==> src/rtl/clock12_ctrl.sv <==
`default_nettype none
// ============================================================================
//  Module   : clock12_ctrl
//  Purpose  : 12-hour wall-clock time keeper with a three-state set mode.
//             RUN counts seconds on the 1 Hz TICK enable and carries them
//             through minutes, hours and the AM/PM flag. SET_H and SET_M let
//             the user step the hour or minute field with the INC button.
//             An optional idle timeout returns to RUN when no button has
//             been pressed for AUTO_EXIT ticks.
//  Revision : 1.0 - initial release
// ----------------------------------------------------------------------------
//  Parameters
//    AUTO_EXIT   idle ticks in a set state before returning to RUN
//                (0..255, 0 disables the timeout)
//  Ports
//    clk         input   1  sole clock, rising edge
//    rst_n       input   1  asynchronous active-low reset
//    tick_i      input   1  1 Hz enable, one clk cycle wide
//    mode_i      input   1  debounced mode button pulse
//    inc_i       input   1  debounced increment button pulse
//    hour_o      output  4  hour 0..11
//    min_o       output  6  minute 0..59
//    sec_o       output  6  second 0..59
//    pm_o        output  1  0 = AM, 1 = PM
//    setmode_o   output  2  00 RUN, 01 SET_H, 10 SET_M
//    blink_o     output  1  blink phase of the field being set
// ============================================================================
module clock12_ctrl #(
    parameter int unsigned AUTO_EXIT = 10
) (
    input  logic       clk,
    input  logic       rst_n,
    input  logic       tick_i,
    input  logic       mode_i,
    input  logic       inc_i,
    output logic [3:0] hour_o,
    output logic [5:0] min_o,
    output logic [5:0] sec_o,
    output logic       pm_o,
    output logic [1:0] setmode_o,
    output logic       blink_o
);

    // State encoding doubles as the SETMODE output code.
    typedef enum logic [1:0] {
        ST_RUN   = 2'b00,
        ST_SET_H = 2'b01,
        ST_SET_M = 2'b10
    } state_t;

    localparam logic [7:0] C_AUTO_EXIT = AUTO_EXIT[7:0];
    localparam logic       C_AUTO_EN   = (AUTO_EXIT != 0);
    localparam logic [3:0] C_HOUR_MAX  = 4'd11;
    localparam logic [5:0] C_MS_MAX    = 6'd59;
    localparam logic [7:0] C_IDLE_MAX  = 8'd255;

    state_t     state_q, state_d;
    logic [3:0] hour_q,  hour_d;
    logic [5:0] min_q,   min_d;
    logic [5:0] sec_q,   sec_d;
    logic       pm_q,    pm_d;
    logic       blink_q, blink_d;
    logic [7:0] idle_q,  idle_d;

    // Value the idle counter would take on this tick (saturating).
    logic [7:0] w_idle_inc;
    logic       w_auto_hit;

    assign w_idle_inc = (idle_q == C_IDLE_MAX) ? C_IDLE_MAX : idle_q + 8'd1;
    assign w_auto_hit = C_AUTO_EN && (w_idle_inc == C_AUTO_EXIT);

    // ------------------------------------------------------------------
    // Next-state logic
    // ------------------------------------------------------------------
    always_comb begin
        state_d = state_q;
        hour_d  = hour_q;
        min_d   = min_q;
        sec_d   = sec_q;
        pm_d    = pm_q;
        blink_d = blink_q;
        idle_d  = idle_q;

        case (state_q)
            ST_RUN: begin
                // Time keeps running even when MODE arrives on the same
                // edge; INC has no meaning here and is dropped.
                if (tick_i) begin
                    if (sec_q == C_MS_MAX) begin
                        sec_d = 6'd0;
                        if (min_q == C_MS_MAX) begin
                            min_d = 6'd0;
                            if (hour_q == C_HOUR_MAX) begin
                                hour_d = 4'd0;
                                pm_d   = ~pm_q;
                            end else begin
                                hour_d = hour_q + 4'd1;
                            end
                        end else begin
                            min_d = min_q + 6'd1;
                        end
                    end else begin
                        sec_d = sec_q + 6'd1;
                    end
                end
                if (mode_i) begin
                    state_d = ST_SET_H;
                end
            end

            ST_SET_H: begin
                if (mode_i) begin
                    // MODE wins over a coincident INC.
                    state_d = ST_SET_M;
                end else begin
                    if (inc_i) begin
                        idle_d = 8'd0;
                        if (hour_q == C_HOUR_MAX) begin
                            hour_d = 4'd0;
                            pm_d   = ~pm_q;
                        end else begin
                            hour_d = hour_q + 4'd1;
                        end
                    end else if (tick_i) begin
                        idle_d = w_idle_inc;
                        if (w_auto_hit) begin
                            // Leaving the hour field keeps the seconds.
                            state_d = ST_RUN;
                        end
                    end
                    if (tick_i) begin
                        blink_d = ~blink_q;
                    end
                end
            end

            ST_SET_M: begin
                if (mode_i) begin
                    state_d = ST_RUN;
                    sec_d   = 6'd0;
                end else begin
                    if (inc_i) begin
                        idle_d = 8'd0;
                        // Minute wraps locally; the hour is left alone.
                        min_d  = (min_q == C_MS_MAX) ? 6'd0 : min_q + 6'd1;
                    end else if (tick_i) begin
                        idle_d = w_idle_inc;
                        if (w_auto_hit) begin
                            state_d = ST_RUN;
                            sec_d   = 6'd0;
                        end
                    end
                    if (tick_i) begin
                        blink_d = ~blink_q;
                    end
                end
            end

            default: begin
                state_d = ST_RUN;
            end
        endcase

        // Every state entry starts a fresh idle window with the display lit.
        if (state_d != state_q) begin
            idle_d  = 8'd0;
            blink_d = 1'b0;
        end
    end

    // ------------------------------------------------------------------
    // State and output registers
    // ------------------------------------------------------------------
    always_ff @(posedge clk or negedge rst_n) begin
        if (!rst_n) begin
            state_q <= ST_RUN;
            hour_q  <= 4'd0;
            min_q   <= 6'd0;
            sec_q   <= 6'd0;
            pm_q    <= 1'b0;
            blink_q <= 1'b0;
            idle_q  <= 8'd0;
        end else begin
            state_q <= state_d;
            hour_q  <= hour_d;
            min_q   <= min_d;
            sec_q   <= sec_d;
            pm_q    <= pm_d;
            blink_q <= blink_d;
            idle_q  <= idle_d;
        end
    end

    assign hour_o    = hour_q;
    assign min_o     = min_q;
    assign sec_o     = sec_q;
    assign pm_o      = pm_q;
    assign setmode_o = state_q;
    assign blink_o   = blink_q;

endmodule
`default_nettype wire

==> config.mk <==
export PLATFORM = sky130hd
export DESIGN_NAME = clock12_ctrl
export DESIGN_NICKNAME = d
export VERILOG_FILES = /design/src/rtl/clock12_ctrl.sv
export SDC_FILE = /design/constraint.sdc
export NUM_CORES = 1
export LEC_CHECK = 0
export ABC_AREA = 1
export ABC_CLOCK_PERIOD_IN_PS = 2570
export CAP_MARGIN = 10
export CORE_MARGIN = 5
export CORE_UTILIZATION = 46
export CTS_CLUSTER_SIZE = 30
export DETAILED_ROUTE_END_ITERATION = 8
export GPL_TIMING_DRIVEN = 0
export PLACE_DENSITY = 0.74
export SKIP_LAST_GASP = 1
export SLEW_MARGIN = 5
export SYNTH_ARGS = -nofsm -noshare
export SYNTH_HDL_FRONTEND = slang
export SYNTH_SLANG_ARGS = --single-unit
==> constraint.sdc <==
create_clock -name clk -period 2.57 [get_ports clk]
set_clock_uncertainty 0.2 [all_clocks]
set_input_delay 0.3855 -clock clk [delete_from_list [all_inputs] [get_ports clk]]
set_output_delay 0.3855 -clock clk [all_outputs]
set_load 0.01 [all_outputs]
* After elaboration in Yosys (flattened, before gate mapping)
Index checks and enable logic that the tools add are counted.
** Word-level totals
- Bits in registers :: 28
- Output and inout bits :: 20
- Logic and storage cells :: 88
** Cells by class
- Add/subtract/negate cells :: 4
- Eq/ne operators :: 19
- Muxes and demuxes :: 44
- Bitwise gates (word level) :: 2
- Reduce and logical (&&, ||, !) cells :: 12
** Operators by type and width (number)
- two-way mux 6 bit :: 11
- two-way mux 8 bit :: 6
- two-way mux 4 bit :: 6
- case mux 6 bit (2 select lines) :: 2
- != test 2 bit, second input constant :: 7
- adder 6 x 1 -> 6 bit, second input constant :: 2
- == test 6 bit, second input constant :: 2
- two-way mux 2 bit :: 6
- two-way mux 1 bit :: 10
- AND reduction 5 bit :: 2
- != test 3 bit, second input constant :: 3
- adder 8 x 1 -> 8 bit, second input constant :: 1
- == test 8 x 4 -> 1 bit, second input constant :: 1
- == test 8 bit, second input constant :: 1
- case mux 4 bit (2 select lines) :: 1
- nonzero test 2 bit :: 4
- case mux 2 bit (3 select lines) :: 1
- AND reduction 3 bit :: 2
- AND reduction 6 bit :: 1
- adder 4 x 1 -> 4 bit, second input constant :: 1
- == test 4 bit, second input constant :: 1
- nonzero test 3 bit :: 1
- == test 2 x 1 -> 1 bit, second input constant :: 1
- == test 2 bit, second input constant :: 1
- other kinds (6) :: 7

* Logic depth before layout (Yosys ltp)
Gate-level depths: netlist of the first run.
- Word-level depth :: 11
- Depth in mapped cells :: 16
- Depth with buffers taken out :: 16

* Worst setup path after synthesis of the first run
OpenSTA, ideal clock, no wires.
- Path type :: reg2reg
- Start :: reg idle_q[0]
- End :: reg idle_q[3]
- Data arrival time :: 1.708 ns
- Data required time :: 2.248 ns
- Setup slack :: 0.540 ns
- Stages on the path, launching flop included :: 17
- Clock period less this slack :: 2.030 ns
- Path through :: dfrtp_1 ha_1 nand3_1 inv_1 nand2_4 nand2_1 nand2_1 nor2_1 nand3_1 nand2_1 nand2_1 nand2_1 nand2_1 nand2_1 nand2_1 nand3_4 nor2_1
** On the way
- Word-level cells in the longest chain between the ends :: 11
- Elaborated cells on any way between the ends :: 20
** Ends and longest elaborated chain
- from (decl) :: line 63 : logic [7:0] idle_q, idle_d;
- from (signal assigned) :: line 190 : idle_q <= idle_d;
- adder 8 x 1 -> 8 bit or == test 8 bit (tied branches) :: line 69 : assign w_idle_inc = (idle_q == C_IDLE_MAX) ? C_IDLE_MAX : idle_q + 8'd1;
- two-way mux 8 bit (*) :: line 69
- == test 8 x 4 -> 1 bit :: line 70 : assign w_auto_hit = C_AUTO_EN && (w_idle_inc == C_AUTO_EXIT);
- two-way mux 2 bit :: line 126, 148
- two-way mux 2 bit :: line 124 : end else if (tick_i) begin
- two-way mux 2 bit :: line 142 : if (inc_i) begin
- two-way mux 2 bit (on tied branches) :: line 138, 112
- case mux 2 bit (3 select lines) :: line 84 : case (state_q)
- != test 2 bit :: line 165 : if (state_d != state_q) begin
- != test 2 x 1 -> 1 bit (no source line), or another cell as far along
- AND reduction 3 bit (no source line)
Every way passes the cells marked *; elsewhere a longest branch is shown, timed or not. The select of a mux whose other input is x is not followed.
A chain may end at the register's enable or synchronous reset.

* Final worst setup path of the first run
- Start :: reg idle_q[0]
- End :: reg sec_q[5], in the netlist sec_o[5]
** On the way
- Word-level cells in the longest chain between the ends :: 5
- Elaborated cells on any way between the ends :: 6
** Ends and longest elaborated chain
- adder 8 x 1 -> 8 bit or == test 8 bit (tied branches) :: line 69
- two-way mux 8 bit (*) :: line 69
- == test 8 x 4 -> 1 bit (*) :: line 70
- != test 3 bit (no source line) (*)
- AND reduction 5 bit (no source line) (*)
- to (signal assigned) :: line 179 : sec_q <= 6'd0;
- to (signal assigned) :: line 187 : sec_q <= sec_d;
- to (decl) :: line 60 : logic [5:0] sec_q, sec_d;
Every way passes the cells marked *; elsewhere a longest branch is shown, timed or not.

==> impl_metrics.toml, run 1 <==
[sta]
timing_hold_violations_final = 0
maxSlewViolCount = 0
worst_hold_slack_ps = 281
finalCriticalPeriod_ps = 2310
fin_tns_setup_ps = 0
rsz0062_at_grt = "no"
postLayoutSetupSlackWorst_ps = 259
slew-limit-headroom_pct = 59.8
finalSetupViolations = 0
finalCritPeriodShare_pct = 89.9
worst-slew-pin-transition_ps = 603
fmax_mhz = 433

[power_and_ir_drop]
switching_power_uw = 855
total_power_mw = 2.11
power.density_nw_per_um2 = 1000
seq_power_share_pct = 34.4
power.ir.vdd_worst_uv = 517
power_switching_share_pct = 40.5
power.share.combinational_pct = 49.3
leakage_component_of_the_power_nw = 1.03
power.internal_mw = 1.25
power.clock.fraction_pct = 16.4

[finish]
net_count_of_the_finished_layout = 276
final_cell_mix = "45 x sky130_fd_sc_hd__nand2_1, 39 x sky130_fd_sc_hd__inv_1, 31 x sky130_fd_sc_hd__nor2_1, 27 x sky130_fd_sc_hd__dfrtp_1, 24 x sky130_fd_sc_hd__nand3_1"
layout_commonest_cell = "sky130_fd_sc_hd__nand2_1"
finalInstanceArea_um2 = 2110
flow.area_growth_from_synthesis_pct = 21.9
insertedDiodeCount = 0
final.fill_count = 337
layout-drive-gt1-share_pct = 5.73

[critical_path]
worstPathRequired_ps = 2520
crit_fanout = 9
timing_worst_setup_path_type = "reg2reg"
worst_setup_path_startpoint = "idle_q[0]"
end_kind = "register"
worstPathArrival_ps = 2260
timing.critical_path.from_type = "register"
timing.reg2reg.setup_slack_ps = 260
reg2reg_from = "idle_q[0]"

[detailed_routing]
drc = 0
antenna_violating_nets_post_route = 0
number_of_detailed_route_iterations_in_the_first_pass = 4
drt-total-wl_mm = 3.35
wl_per_cell_um = 10.8
vias_per_cell = 5.01
via_count = 1554
drtIter0Drc = 49

[clock_tree]
cts_tree = "done"
clk_path_buf_depth = 2
worstSkewPairLatency_ps = 270
post-cts-setup-buffers = 0
root_buffer = "sky130_fd_sc_hd__clkbuf_8"
path_clk_slew_ps = 100
cts_made_buffers = 3
cts_max_level = 1
tritoncts_num_sinks = 28

[place]
detailed_place_hpwl_mm = 2.62
gp_congestion = 0.772
place_worst_setup_slack_ps = 180
place.port_buffers = 24
post_dp_cell_area_um2 = 2030

[global_routing]
globalRouteOverflowTotal = 0
grt_antenna_before_repair = 0
grt_pass1_wl_mm = 6.38
first_global_vias = 1533
grtUsageTotal_pct = 15.0
largest_net_degree_at_the_start_of_global_routing = 29

[die]
core_region_um2 = 3660
die_x_um = 71.3
io_pins = 25
floorplan.die.height_um = 71.3
floorplan.initialDensity_pct = 47.2
fp-row-count = 22
dieArea_um2 = 5080

[run]
cap_viol_max_count = 0

[hold_path]
hp-start = "pm_o"
hold_path.class = "reg2reg"

[yosys]
synth_top_cell_area_share_pct = 40.6
synthesis.yosys.warnings = 0
seq_area_frac_synth_pct = 40.6
syn-mean-instance-area_um2 = 7.42
synth_area_leader_cell = "sky130_fd_sc_hd__dfrtp_1"
yosys-top-cells-area = "sky130_fd_sc_hd__dfrtp_1 41%, sky130_fd_sc_hd__nand2_1 9.8%, sky130_fd_sc_hd__inv_1 8.5%"
synthesis.nets = 246
netlist_instances = 233
ys_types = 23
mapped_cell_area_um2 = 1730
yosys_register_bits = 28

[status]
run_status = "finished clean"
## metal layers
layer | GRT usage (%) | share of wire, % | up-vias
li1 | - | - | 800
met1 | 18.9 | 46 | 723
met2 | 25.0 | 49 | 22
met3 | 2.24 | 1.9 | 9
met4 | 7.31 | 2.6 | 0
met5 | 0 | 0 | -
## final cells by class
class	count	area, um^2	share of cell area (%)
repair buffers	25	245	11.6
clock inverters	1	30.0	1.43
multi-input cells	164	870	41.3
plain buffers	1	7.51	0.357
flip-flops and latches	28	702	33.3
clock buffers	3	41.3	1.96
inverters	40	150	7.13
well taps	48	60.1	2.85
## critical path, stage by stage, from the launching register on
cell and delay, ps:
sky130_fd_sc_hd__dfrtp_2 460, sky130_fd_sc_hd__ha_1 260, sky130_fd_sc_hd__nand3_1 120, sky130_fd_sc_hd__inv_1 70
sky130_fd_sc_hd__nand2_4 100, sky130_fd_sc_hd__nand3_1 120, sky130_fd_sc_hd__nor2_1 100, sky130_fd_sc_hd__nand3_1 140
sky130_fd_sc_hd__nand3_1 120, sky130_fd_sc_hd__nand2_2 90, sky130_fd_sc_hd__a21oi_1 300, sky130_fd_sc_hd__nor3b_1 100
## kinds of logic after synthesis
logic type                 after synthesis  share of synthesized area, %
and+or+nand+nor                        116                          30.2
buffers and inverters                   41                          9.12
AOI/OAI and AO/OA                       31                          9.78
DFF                                     28                          40.6
xor gates and xnor gates                 9                          4.56
adders and majority gates                8                          5.79
## per-stage QoR
stage	std cells	util, %
floorplan	233	-
global placement	305	55.4
detailed placement	305	55.4
CTS	309	57.3
global route	310	57.5
finish	310	57.5
## power groups by stage
stage	clock network [mW]	registers (mW)	logic [mW]
2_1_floorplan	0	0.777	0.575
3_3_place_gp	0	0.733	1.02
3_5_place_dp	0	0.733	1.05
4_1_cts	0.358	0.727	1.06
5_1_grt	0.371	0.755	1.20
6_report	0.345	0.725	1.04
## synthesized netlist by cell type, drive strengths merged
cell and instances:
nand2 49, inv 40, nor2 32, dfrtp 28, nand3 25, o21ai 14, a21oi 12, ha 8
xor2 6, nor3 5, a22oi 4, nand4 4, xnor2 3, a22o 1, buf 1, nor3b 1
## timing repair
item	CTS	global route
endpoints found under the setup margin	0	16
hold buffers	0	1
hold endpoints to repair	0	28
gates resized for setup	0	2
## sequential cells by signal, indices dropped and copies added (netlist names)
name and cells:
setmode_o 2, hour_o 4, pm_o 1, blink_o 1
min_o 6, sec_o 6, idle_q 8
## worst paths after layout
kind | cells after the start | end
worst max-delay path | 11 | sec_o[5]
worst min-delay path | 1 | pm_o
worst max register to register | 11 | sec_o[5]
worst min register to register | 1 | pm_o
max in group asynchronous | 2 | idle_q[0]
min in group asynchronous | 2 | blink_o
(Power assumes the default switching activity.)
==> run 2, diff against run 1 <==
--- a/config.mk
+++ b/config.mk
@@ -8,7 +8,7 @@
 export ABC_AREA = 1
 export ABC_CLOCK_PERIOD_IN_PS = 2570
 export CAP_MARGIN = 10
-export CORE_MARGIN = 5
+export CORE_MARGIN = 3
 export CORE_UTILIZATION = 46
 export CTS_CLUSTER_SIZE = 30
 export DETAILED_ROUTE_END_ITERATION = 8
==> run 2 against run 1 <==
Utilization up 4.0 points. Fmax is 1.1% higher. Cell count is 0.65% lower. Clock power about the same. Critical endpoint is now idle_q[3].
==> impl_metrics.toml, run 2 (same netlist as run 1, synthesis figures left out) <==
[die]
io_pins = 25
dieArea_um2 = 4530
fp-row-count = 21
floorplan.initialDensity_pct = 49.8
core_region_um2 = 3470
floorplan.die.height_um = 67.3
die_x_um = 67.3

[detailed_routing]
drc = 0
number_of_detailed_route_iterations_in_the_first_pass = 4
drt-total-wl_mm = 3.41
wl_per_cell_um = 11.1
via_count = 1560
drtIter0Drc = 93
antenna_violating_nets_post_route = 0
vias_per_cell = 5.06

[sta]
rsz0062_at_grt = "no"
maxSlewViolCount = 0
worst_hold_slack_ps = 254
worst-slew-pin-transition_ps = 576
fmax_mhz = 437
finalCriticalPeriod_ps = 2290
finalSetupViolations = 0
fin_tns_setup_ps = 0
slew-limit-headroom_pct = 61.4
timing_hold_violations_final = 0
finalCritPeriodShare_pct = 89.0

[critical_path]
timing.critical_path.from_type = "register"
timing.reg2reg.setup_slack_ps = 280
worstPathArrival_ps = 2300
worstPathRequired_ps = 2580
timing_worst_setup_path_type = "reg2reg"
crit_fanout = 9
end_kind = "register"

[finish]
final.fill_count = 312
flow.area_growth_from_synthesis_pct = 23.4
layout_commonest_cell = "sky130_fd_sc_hd__nand2_1"
area.sequential_um2 = 702
area_taken_by_multi_input_logic_gates_um2 = 876
final_cell_mix = "45 x sky130_fd_sc_hd__nand2_1, 39 x sky130_fd_sc_hd__inv_1, 31 x sky130_fd_sc_hd__nor2_1, 27 x sky130_fd_sc_hd__dfrtp_1"
largest_register = "idle_q"
net_count_of_the_finished_layout = 276
largest_reg_flops = 8
insertedDiodeCount = 0
finalInstanceArea_um2 = 2130
layout-drive-gt1-share_pct = 6.49

[clock_tree]
cts_made_buffers = 3
worstSkewPairLatency_ps = 280
cts_max_level = 1
tritoncts_num_sinks = 28
path_clk_slew_ps = 100
clk_path_buf_depth = 2
cts_tree = "done"
root_buffer = "sky130_fd_sc_hd__clkbuf_8"
post_cts_hold_buffer_count = 0

[place]
detailed_place_hpwl_mm = 2.62
post_dp_cell_area_um2 = 2050
place.port_buffers = 24
gp_congestion = 0.882

[global_routing]
grt_antenna_before_repair = 0
grtUsageTotal_pct = 16.6
grt_pass1_wl_mm = 5.85
globalRouteOverflowTotal = 0
largest_net_degree_at_the_start_of_global_routing = 20
first_global_vias = 1313

[hold_path]
hold_path.class = "in2async"

[power_and_ir_drop]
leakage_component_of_the_power_nw = 1.03
power.ir.vdd_worst_uv = 607
power.density_nw_per_um2 = 994

[status]
run_status = "finished clean"

[run]
cap_viol_max_count = 0
==> run 2: final timing paths <==
path                           start         to  cells past startpoint
setup reg to reg           idle_q[1]  idle_q[3]                     15
hold reg to reg                 pm_o       pm_o                      1
max in group asynchronous      rst_n  idle_q[0]                      2
hold / removal                 rst_n       pm_o                      1
min in group clk                pm_o       pm_o                      1
setup / recovery           idle_q[1]  idle_q[3]                     15
==> run 2: power breakdown <==
group	internal, mW	switching [mW]	leakage [nW]
registers	0.581	0.144	0.363
clock network	0.209	0.139	0.0357
logic	0.468	0.578	0.634
==> run 2: worst max-delay path: stages, from the launching register on <==
cell and delay [ps]:
sky130_fd_sc_hd__dfrtp_1 420, sky130_fd_sc_hd__ha_2 250, sky130_fd_sc_hd__nand3_1 100, sky130_fd_sc_hd__inv_1 110, sky130_fd_sc_hd__nand2_4 90, sky130_fd_sc_hd__nand2_1 100, sky130_fd_sc_hd__nand2_1 60, sky130_fd_sc_hd__nor2_1 80
sky130_fd_sc_hd__nand3_1 160, sky130_fd_sc_hd__nand3_1 110, sky130_fd_sc_hd__nand2_1 80, sky130_fd_sc_hd__nand2_1 80, sky130_fd_sc_hd__nand2_1 60, sky130_fd_sc_hd__nand2_2 80, sky130_fd_sc_hd__nand3_4 120, sky130_fd_sc_hd__nor2_1 120
==> run 2: metrics by stage <==
stage	util (%)	cells	setup slack, ps	power (mW)
after floorplan	-	233	540	1.35
after global placement	58.4	303	173	1.75
after detailed placement	59.2	304	183	1.78
after CTS	61.3	308	162	2.14
after global routing	61.5	308	35.0	2.33
final	61.5	308	284	2.12
==> run 2: layout make-up <==
class / count / share of cell area (%)
multi-input cells: 164 / 41.1
flip-flops and latches: 28 / 32.9
repair buffers: 25 / 12.6
inverters: 40 / 7.04
well taps: 46 / 2.70
clock buffers: 3 / 1.94
clock inverters: 1 / 1.41
plain buffers: 1 / 0.352
==> run 2: what timing repair did <==
| item | CTS | global route |
|---|---|---|
| endpoints found under the setup margin | 0 | 13 |
| buffers inserted | 0 | 0 |
| resized for setup | 0 | 3 |
==> run 2: layer usage <==
layer | global-route usage [%] | part of all wire, %
met5 | 0 | 0
met3 | 3.99 | 3.3
met2 | 26.6 | 46
met4 | 3.80 | 0.56
met1 | 22.6 | 50
==> run 3, diff against run 2 <==
--- a/config.mk
+++ b/config.mk
@@ -6,7 +6,7 @@
 export NUM_CORES = 1
 export LEC_CHECK = 0
 export ABC_AREA = 1
-export ABC_CLOCK_PERIOD_IN_PS = 2570
+export ABC_CLOCK_PERIOD_IN_PS = 2620
 export CAP_MARGIN = 10
 export CORE_MARGIN = 3
 export CORE_UTILIZATION = 46
==> constraint.sdc (replaced) <==
create_clock -name clk -period 2.62 [get_ports clk]
set_clock_uncertainty 0.2 [all_clocks]
set_input_delay 0.393 -clock clk [delete_from_list [all_inputs] [get_ports clk]]
set_output_delay 0.393 -clock clk [all_outputs]
set_load 0.01 [all_outputs]
==> run 3 against run 2 <==
Sequential power is 2% lower. Sequential cell count unchanged. Combinational power hardly changed. Register-to-register slack barely moved. Global-route usage stayed put. First-iteration DRC count is 9.7% higher. Via count barely moved. Largest cell class unchanged.
==> impl_metrics.toml, run 3 (same netlist as run 1, synthesis figures left out) <==
[place]
gp_congestion = 0.882
detailed_place_hpwl_mm = 2.62
numPlacedInstances = 304
post_dp_cell_area_um2 = 2050
place.port_buffers = 24
place_worst_setup_slack_ps = 225

[clock_tree]
clk_path_buf_depth = 2
post_cts_hold_buffer_count = 0
tritoncts_num_sinks = 28
path_clk_slew_ps = 100
root_buffer = "sky130_fd_sc_hd__clkbuf_8"
cts_made_buffers = 3
worstSkewPairLatency_ps = 280
cts_tree = "done"
cts_max_level = 1
post-cts-setup-buffers = 0
cts_resized = 0

[sta]
finalCritPeriodShare_pct = 89.0
finalCriticalPeriod_ps = 2330
worst-slew-pin-transition_ps = 577
fin_tns_setup_ps = 0
postLayoutSetupSlackWorst_ps = 287
worst_hold_slack_ps = 261
fmax_mhz = 429
timing_hold_violations_final = 0
rsz0062_at_grt = "no"
maxSlewViolCount = 0
finalSetupViolations = 0
slew-limit-headroom_pct = 61.2

[critical_path]
timing_worst_setup_path_type = "reg2reg"
timing.critical_path.from_type = "register"
worstPathRequired_ps = 2630
crit_fanout = 9
worstPathArrival_ps = 2340
end_kind = "register"

[run]
cap_viol_max_count = 0

[finish]
insertedDiodeCount = 0
fin_cells = 308
flow.area_growth_from_synthesis_pct = 23.2
post-route-util_pct = 61.4
largest_reg_flops = 8
layout_commonest_cell = "sky130_fd_sc_hd__nand2_1"
finalInstanceArea_um2 = 2130
layout-drive-gt1-share_pct = 6.11
largest_register = "idle_q"
net_count_of_the_finished_layout = 276
final_cell_mix = "45 x sky130_fd_sc_hd__nand2_1, 39 x sky130_fd_sc_hd__inv_1, 31 x sky130_fd_sc_hd__nor2_1, 27 x sky130_fd_sc_hd__dfrtp_1"

[power_and_ir_drop]
power.clock.fraction_pct = 16.4
seq_power_share_pct = 34.2
power_switching_share_pct = 40.6
power.internal_mw = 1.23
total_power_mw = 2.08
switching_power_uw = 844
power.density_nw_per_um2 = 976
power.ir.vdd_worst_uv = 595
power.share.combinational_pct = 49.4
leakage_component_of_the_power_nw = 1.04

[hold_path]
hold_path.class = "in2async"

[status]
run_status = "finished clean"

[detailed_routing]
drc = 0
drt-total-wl_mm = 3.42
number_of_detailed_route_iterations_in_the_first_pass = 4
via_count = 1561
wl_per_cell_um = 11.1
vias_per_cell = 5.07
drtIter0Drc = 102
antenna_violating_nets_post_route = 0

[global_routing]
largest_net_degree_at_the_start_of_global_routing = 20
globalRouteOverflowTotal = 0
grt_pass1_wl_mm = 5.85
grt_antenna_before_repair = 0
first_global_vias = 1313
grtUsageTotal_pct = 16.6

[die]
floorplan.die.height_um = 67.3
fp-row-count = 21
io_pins = 25
dieArea_um2 = 4530
die_x_um = 67.3
core_region_um2 = 3470
floorplan.initialDensity_pct = 49.8
-- run 3: cell counts in the layout (fill, tap and decap cells not counted) --
No cell type changed its count.
-- run 3: area by class of cell --
cell class,instances,area [um^2]
inverter,40,150
clock inverter,1,30.0
timing repair buffer,25,268
sequential,28,702
clock buffer,3,41.3
fill,314,1340
buffer,1,7.51
tap,46,57.6
multi-input combinational,164,873
-- run 3: power groups by stage --
stage	Clock, mW	Combinational [mW]	Sequential (mW)
after CTS	0.352	1.03	0.713
final	0.341	1.03	0.711
after floorplan	0	0.564	0.762
after global routing	0.368	1.18	0.735
after detailed placement	0	1.02	0.721
after global placement	0	1.00	0.717
-- run 3: final timing paths --
kind / from / endpoint / slack (ps) / cells after the start
setup / recovery: idle_q[0] / idle_q[3] / 290 / 14
hold / removal: rst_n / pm_o / 260 / 1
setup reg to reg: idle_q[0] / idle_q[3] / 290 / 14
hold reg to reg: pm_o / pm_o / 280 / 1
max in group asynchronous: rst_n / idle_q[0] / 1460 / 2
min in group clk: pm_o / pm_o / 280 / 1
-- run 3: worst max-delay path, cell delays in order (launching register included) --
cell and delay, ps:
sky130_fd_sc_hd__dfrtp_2 460, sky130_fd_sc_hd__ha_1 270, sky130_fd_sc_hd__nand3_1 120, sky130_fd_sc_hd__inv_1 80, sky130_fd_sc_hd__nand2_4 110, sky130_fd_sc_hd__nand3_1 110
sky130_fd_sc_hd__nor2_1 120, sky130_fd_sc_hd__nand3_1 160, sky130_fd_sc_hd__nand3_1 110, sky130_fd_sc_hd__nand2_1 80, sky130_fd_sc_hd__nand2_1 80, sky130_fd_sc_hd__nand2_1 60
sky130_fd_sc_hd__nand2_2 80, sky130_fd_sc_hd__nand3_4 120, sky130_fd_sc_hd__nor2_1 120
-- run 3: metal layers --
metal / part of all wire, % / track usage [%] / vias to the layer above / wire length (um)
met5: 0 / 0 / - / 0
met4: 0.56 / 3.80 / 0 / 19
met3: 3.1 / 3.99 / 3 / 106
met2: 46 / 26.6 / 37 / 1570
met1: 50 / 22.6 / 719 / 1730
li1: - / - / 802 / -
